**src/rtl/cpu_core_p.sv**
```systemverilog
// cpu_core_p: multi-cycle FETCH/EXEC/HALT core, NREGS x DATA_W regfile, Z/C flags; op B is MUL when CPU_MUL_EN is defined.
// Latency: 2 cycles per instruction plus one per imem wait cycle; writeback pulses the cycle after EXEC.
// Backpressure: FETCH holds imem_req/imem_addr stable until imem_valid; HALT parks until reset.
module cpu_core_p #(
    parameter int DATA_W = 16,
    parameter int NREGS  = 16,
    parameter int PC_W   = 8
) (
    input  logic              clk,
    input  logic              rst_n,
    output logic              imem_req,
    output logic [PC_W-1:0]   imem_addr,
    input  logic [15:0]       imem_rdata,
    input  logic              imem_valid,
    output logic              wb_valid,
    output logic [3:0]        wb_reg,
    output logic [DATA_W-1:0] wb_data,
    output logic              flag_z,
    output logic              flag_c,
    output logic              halted
);
    typedef enum logic [1:0] {S_FETCH, S_EXEC, S_HALT} state_t;
    localparam logic [4:0] NREGS_L = 5'(NREGS);

    state_t            state_q;
    logic [PC_W-1:0]   pc_q, pc_d;
    logic [15:0]       ir_q;
    logic [DATA_W-1:0] regs_q [16];
    logic              req_q, wb_vld_q, z_q, c_q, halt_q;
    logic [3:0]        wb_reg_q;
    logic [DATA_W-1:0] wb_dat_q;

    logic [3:0]        op, rd, rs1, rs2;
    logic [DATA_W-1:0] a, b, res_d;
    logic [DATA_W:0]   sum;
    logic              wr_d, wr_ok, flg_d, z_d, c_d;

    assign op  = ir_q[15:12];
    assign rd  = ir_q[11:8];
    assign rs1 = ir_q[7:4];
    assign rs2 = ir_q[3:0];

    // Entries at or above NREGS are never written, but reads are gated anyway.
    assign a = ({1'b0, rs1} < NREGS_L) ? regs_q[rs1] : '0;
    assign b = ({1'b0, rs2} < NREGS_L) ? regs_q[rs2] : '0;

    always_comb begin
        res_d = '0;
        sum   = '0;
        wr_d  = 1'b0;
        flg_d = 1'b0;
        c_d   = 1'b0;
        pc_d  = pc_q + PC_W'(1);
        case (op)
            4'h1: begin
                sum   = {1'b0, a} + {1'b0, b};
                res_d = sum[DATA_W-1:0];
                c_d   = sum[DATA_W];
                wr_d  = 1'b1;
                flg_d = 1'b1;
            end
            4'h2: begin
                res_d = a - b;
                c_d   = (a < b);
                wr_d  = 1'b1;
                flg_d = 1'b1;
            end
            4'h3: begin res_d = a & b; wr_d = 1'b1; flg_d = 1'b1; end
            4'h4: begin
                sum   = {1'b0, a} + {1'b0, DATA_W'(ir_q[3:0])};
                res_d = sum[DATA_W-1:0];
                c_d   = sum[DATA_W];
                wr_d  = 1'b1;
                flg_d = 1'b1;
            end
            4'h5: begin res_d = a | b; wr_d = 1'b1; flg_d = 1'b1; end
            4'h6: begin res_d = a ^ b; wr_d = 1'b1; flg_d = 1'b1; end
            4'h7: begin res_d = DATA_W'(ir_q[7:0]); wr_d = 1'b1; end
            4'h8: pc_d = PC_W'(ir_q[7:0]);
            4'h9: if (z_q)  pc_d = PC_W'(ir_q[7:0]);
            4'hA: if (!z_q) pc_d = PC_W'(ir_q[7:0]);
`ifdef CPU_MUL_EN
            4'hB: begin res_d = a * b; wr_d = 1'b1; flg_d = 1'b1; end
`endif
            default: ;
        endcase
    end

    assign z_d   = (res_d == '0);
    assign wr_ok = wr_d && (rd != 4'd0) && ({1'b0, rd} < NREGS_L);

    always_ff @(posedge clk) begin
        if (!rst_n) begin
            state_q  <= S_FETCH;
            pc_q     <= '0;
            ir_q     <= '0;
            req_q    <= 1'b0;
            wb_vld_q <= 1'b0;
            wb_reg_q <= '0;
            wb_dat_q <= '0;
            z_q      <= 1'b0;
            c_q      <= 1'b0;
            halt_q   <= 1'b0;
            for (int i = 0; i < 16; i++) regs_q[i] <= '0;
        end else begin
            wb_vld_q <= 1'b0;
            case (state_q)
                S_FETCH: begin
                    if (req_q && imem_valid) begin
                        ir_q    <= imem_rdata;
                        req_q   <= 1'b0;
                        state_q <= S_EXEC;
                    end else begin
                        req_q <= 1'b1;
                    end
                end
                S_EXEC: begin
                    pc_q <= pc_d;
                    if (flg_d) begin
                        z_q <= z_d;
                        c_q <= c_d;
                    end
                    if (wr_ok) begin
                        regs_q[rd] <= res_d;
                        wb_vld_q   <= 1'b1;
                        wb_reg_q   <= rd;
                        wb_dat_q   <= res_d;
                    end
                    if (op == 4'hF) begin
                        state_q <= S_HALT;
                        halt_q  <= 1'b1;
                    end else begin
                        state_q <= S_FETCH;
                        req_q   <= 1'b1;
                    end
                end
                default: req_q <= 1'b0;
            endcase
        end
    end

    assign imem_req  = req_q;
    assign imem_addr = pc_q;
    assign wb_valid  = wb_vld_q;
    assign wb_reg    = wb_reg_q;
    assign wb_data   = wb_dat_q;
    assign flag_z    = z_q;
    assign flag_c    = c_q;
    assign halted    = halt_q;
endmodule

```
**config.mk**
```make
export PLATFORM = sky130hd
export DESIGN_NAME = cpu_core_p
export DESIGN_NICKNAME = d
export VERILOG_FILES = /design/src/rtl/cpu_core_p.sv
export SDC_FILE = /design/constraint.sdc
export NUM_CORES = 1
export LEC_CHECK = 0
export BUFFER_PORTS_ARGS = -buffer_cell sky130_fd_sc_hd__buf_2
export CORE_UTILIZATION = 28
export CTS_BUF_LIST = sky130_fd_sc_hd__clkbuf_8
export DETAILED_ROUTE_END_ITERATION = 16
export GPL_ROUTABILITY_DRIVEN = 0
export PLACE_DENSITY = 0.44
export SYNTH_ARGS = -nofsm -noshare
export SYNTH_HDL_FRONTEND = slang
export SYNTH_SLANG_ARGS = --single-unit
```
**constraint.sdc**
```tcl
create_clock -name clk -period 10.6 [get_ports clk]
set_clock_uncertainty 0.2 [all_clocks]
set_input_delay 1.59 -clock clk [delete_from_list [all_inputs] [get_ports clk]]
set_output_delay 1.59 -clock clk [all_outputs]
set_load 0.01 [all_outputs]
```
==> flow_results.org <==
** STA
- For the pin with the worst max-slew slack, the measured transition is 1.24 ns.
- Max-Slew Margin vs Limit :: 17.1%
- Crit share post-route :: 61.1%
- The count of final hold-check violations came to 0.
- RSZ-0062 raised after global routing :: no
- Setup TNS Final :: 0 ns
- Setup violations remaining at the end of the flow were counted as 0.
- Maximum clock frequency :: 154 MHz
- Counting I/O delays and the setup requirement, the final critical path takes 6.48 ns.
- Final Worst Setup Slack :: 4.12 ns
- The final-report max-slew violation count came to 0.

** CTS
- Num Clock Sinks :: 315
- TritonCTS clock tree :: yes
- Hold buffer count at cts :: 0
- Clock-pin slew was measured on the worst setup and hold paths at 0.07 ns.
- Counting the buffers created by CTS gives 54.
- Clock buffer depth :: 3
- Clock tree synthesis selected as its root buffer the cell sky130_fd_sc_hd__clkbuf_8.
- In this run, post-CTS repair resized a total of 0 instances.
- In this run the post-CTS setup repair buffer count came out at 0.
- The H-tree was split into 2 levels.
- Clock latency at the later pin of the worst-skew pair :: 0.66 ns

** Yosys
- The cell count after synthesis came out at 1456.
- Most repeated cell in the gate-level netlist after synthesis :: sky130_fd_sc_hd__nor2_1
- Sequential cells were found to cover 49.5% of the synthesized design area.
- The top cell type by area accounts for 42.9% of the synthesized area.
- Yosys mapped a number of flops with a built-in enable equal to 256.
- In this run the cell area of the synthesized design comes to 17900 um2.
- Number of unique standard cell types used by synthesis :: 85
- Synth top area cells :: sky130_fd_sc_hd__edfxtp_1 (43%), sky130_fd_sc_hd__mux4_2 (17%), sky130_fd_sc_hd__dfxtp_1 (6.6%)
- Commonest cells post-synth :: sky130_fd_sc_hd__nor2_1 (297), sky130_fd_sc_hd__edfxtp_1 (256), sky130_fd_sc_hd__mux4_2 (132)
- Yosys Warn Count :: 0
- Leading area contributor after synthesis :: sky130_fd_sc_hd__edfxtp_1
- The most used flip-flop cell after synthesis is sky130_fd_sc_hd__edfxtp_1.
- Counting flops and latches in the post-synthesis netlist gives 315.
- For this run, asynchronously set or reset flops after synthesis account for 0%.
- In this run the mean area of a mapped cell was 12.3 um2.

** Placed design
- Post-DP HPWL :: 39400 um
- Number of buffers added on ports :: 51
- At the placement stage, the worst setup path has a slack of 4.03 ns.

** Route
- Per-cell via count in the routed design :: 5.24
- Dividing the detail-routed wire length by the instance count gives 25.3 um.
- First-pass iteration count of the detailed router :: 5
- After detailed routing, the number of remaining DRC violations is 0.
- For this block, the initial DRC count from the detailed router was 925.
- Count of nets left with antenna violations after detail routing :: 0
- The routed design has 60700 um of wire.
- Detailed-route via count :: 12600

** Floorplan
- The floorplan step defined a die boundary enclosing 65000 um2.
- Initial cell density of the core :: 28.3%
- Placeable Area :: 63200 um2
- The die is 255 um tall.
- 52 I/O pins were placed.
- Horizontal die dimension :: 255 um
- After floorplanning, the core was divided into 92 placement rows.

** Cells and area
- Layout Nets :: 1590
- Number of fill cells :: 6327
- Compared with the post-synthesis result, the final layout area differs by 12.4%.
- More flip-flops sit in one register than any other, and that register is regs_q.
- Cells with a size suffix above 1 make up 23.1% of the layout.
- The register with the most flip-flops in the layout has 256 of them.

** Pwr
- Leakage power of the design :: 6.92 nW
- Pwr/cell area :: 155 nW/um2
- Across the VDD grid, the largest voltage drop is 84.0 uV.

** Outcome
- Outcome :: complete, no violations

** Setup path
- The critical path contains buffers and inverters numbering 2 combined.
- Number of cells on the worst reg-to-reg path :: 16
- Crit end category :: flip-flop
- The worst register-to-register path has a setup slack of 4.12 ns.
- The largest single stage delay on the critical path is 0.74 ns.
- Critical register-to-register path endpoint :: flag_z
- The slowest stage of the critical path is the sky130_fd_sc_hd__buf_4 cell.
- Grouping stages by cell kind, the critical path spends the most delay in compound AO/OA/AOI/OAI gates.
- Top fanout value on the critical path :: 40
- STA puts the critical path data arrival time at 6.89 ns.
- WP data required :: 11.01 ns
- Setup crit end :: flag_z
- Element type at the critical path start :: flip-flop
- The critical path crosses 16 cells after its start point.
- Walking the worst path, the cells encountered are buf_4 -> mux4_1 -> mux2_2 -> mux2i_4 -> inv_1 -> ha_1 -> or2_2 -> a2111oi_1 -> o41ai_1 -> o41ai_1 -> o2bb2ai_1 -> mux2_2 -> a211oi_4 -> and2_0 -> and4_1 -> a31o_1.
- The critical path is of the flip-flop to flip-flop type.

** Global route
- In the global route stage, overall resource usage came out at 18.9%.
- Via count of the first global-routing pass :: 12500
- Global-route wire length before repair :: 88300 um
- Initial antenna violation count :: 2
- Maximum number of pins on one net before global-route repair :: 65
- Leftover overflow at the end of global routing :: 0

** Worst hold path
- The path class of the tightest hold or removal check is flip-flop to flip-flop.

** Flow run
- Max-cap violations :: 0
worst reg2reg max path: cells and delay by family (launching register included):
family | cells | cell delay, ns
compound gates | 6 | 2.15
fa+ha+maj | 1 | 0.24
simple gates | 3 | 0.68
mux | 4 | 1.62
buf+inv | 2 | 0.88
flops | 1 | 0.67
how the worst min path moves through the flow:
stage | start | to | slack, ns | depth (start not counted)
after floorplan | ir_q[5] | imem_addr[5] | 0.24 | 2
after global placement | halted | halted | 0.25 | 2
after detailed placement | halted | halted | 0.28 | 2
after CTS | wb_data[13] | wb_data[13] | 0.30 | 2
after global routing | halted | halted | 0.32 | 2
final | halted | halted | 0.28 | 2
cells by family after synthesis:
kind of cell    count (synthesis)  synth area share, %
xor+xnor                       20                0.978
simple gates                  511                 12.4
flops                         315                 49.5
other cells                     1               0.0209
compound gates                216                 8.63
mux                           176                 20.6
fa+ha+maj                      56                 4.04
buf+inv                       161                 3.90
layout by cell type (no fill, tap or decap), types with 12 or more instances in the layout:
master	count
sky130_fd_sc_hd__a211oi_1	19
sky130_fd_sc_hd__a21oi_1	61
sky130_fd_sc_hd__a22oi_1	15
sky130_fd_sc_hd__buf_2	51
sky130_fd_sc_hd__buf_4	51
sky130_fd_sc_hd__clkbuf_8	56
sky130_fd_sc_hd__clkinv_1	13
sky130_fd_sc_hd__conb_1	16
sky130_fd_sc_hd__dfxtp_1	55
sky130_fd_sc_hd__edfxtp_1	256
sky130_fd_sc_hd__ha_1	53
sky130_fd_sc_hd__inv_1	63
sky130_fd_sc_hd__mux2i_1	18
sky130_fd_sc_hd__mux4_1	15
sky130_fd_sc_hd__mux4_2	132
sky130_fd_sc_hd__nand2_1	102
sky130_fd_sc_hd__nand3_1	12
sky130_fd_sc_hd__nor2_1	297
sky130_fd_sc_hd__nor2b_1	15
sky130_fd_sc_hd__nor3_1	17
sky130_fd_sc_hd__o21ai_0	30
sky130_fd_sc_hd__xnor2_1	18
layer usage:
metal | GRT usage [%] | wire [um] | vias up
met5 | 0 | 10 | -
met4 | 5.25 | 1390 | 2
met3 | 2.74 | 3540 | 89
met2 | 32.5 | 30300 | 435
met1 | 24.7 | 25400 | 6474
li1 | - | - | 5570
stage by stage:
step | cell area (um2) | instances | power [mW] | hold slack, ns | util (%)
2_1_floorplan | 18000 | 1471 | 1.90 | 0.243 | -
3_3_place_gp | 19200 | 2305 | 2.10 | 0.245 | 30.3
3_5_place_dp | 19200 | 2305 | 2.11 | 0.281 | 30.3
4_1_cts | 20100 | 2398 | 3.15 | 0.296 | 31.8
5_1_grt | 20100 | 2399 | 3.26 | 0.322 | 31.9
6_report | 20100 | 2399 | 3.12 | 0.284 | 31.9
final cells by class:
cell class	instances	area, um2	share of cell area, %
Clock inverter	37	176	0.876
Inverter	47	176	0.876
Timing Repair Buffer	102	638	3.17
Tap cell	846	1060	5.26
Multi-Input combinational cell	995	8420	41.9
Sequential cell	315	8880	44.1
Antenna cell	1	2.50	0.0124
Clock buffer	56	771	3.83
power by group:
part           internal (mW)  total [mW]  switching [mW]
logic                  0.244       0.674           0.431
registers               1.38        1.41          0.0345
clock network          0.507        1.03           0.525
No activity file was read; power rests on OpenSTA's default activity.
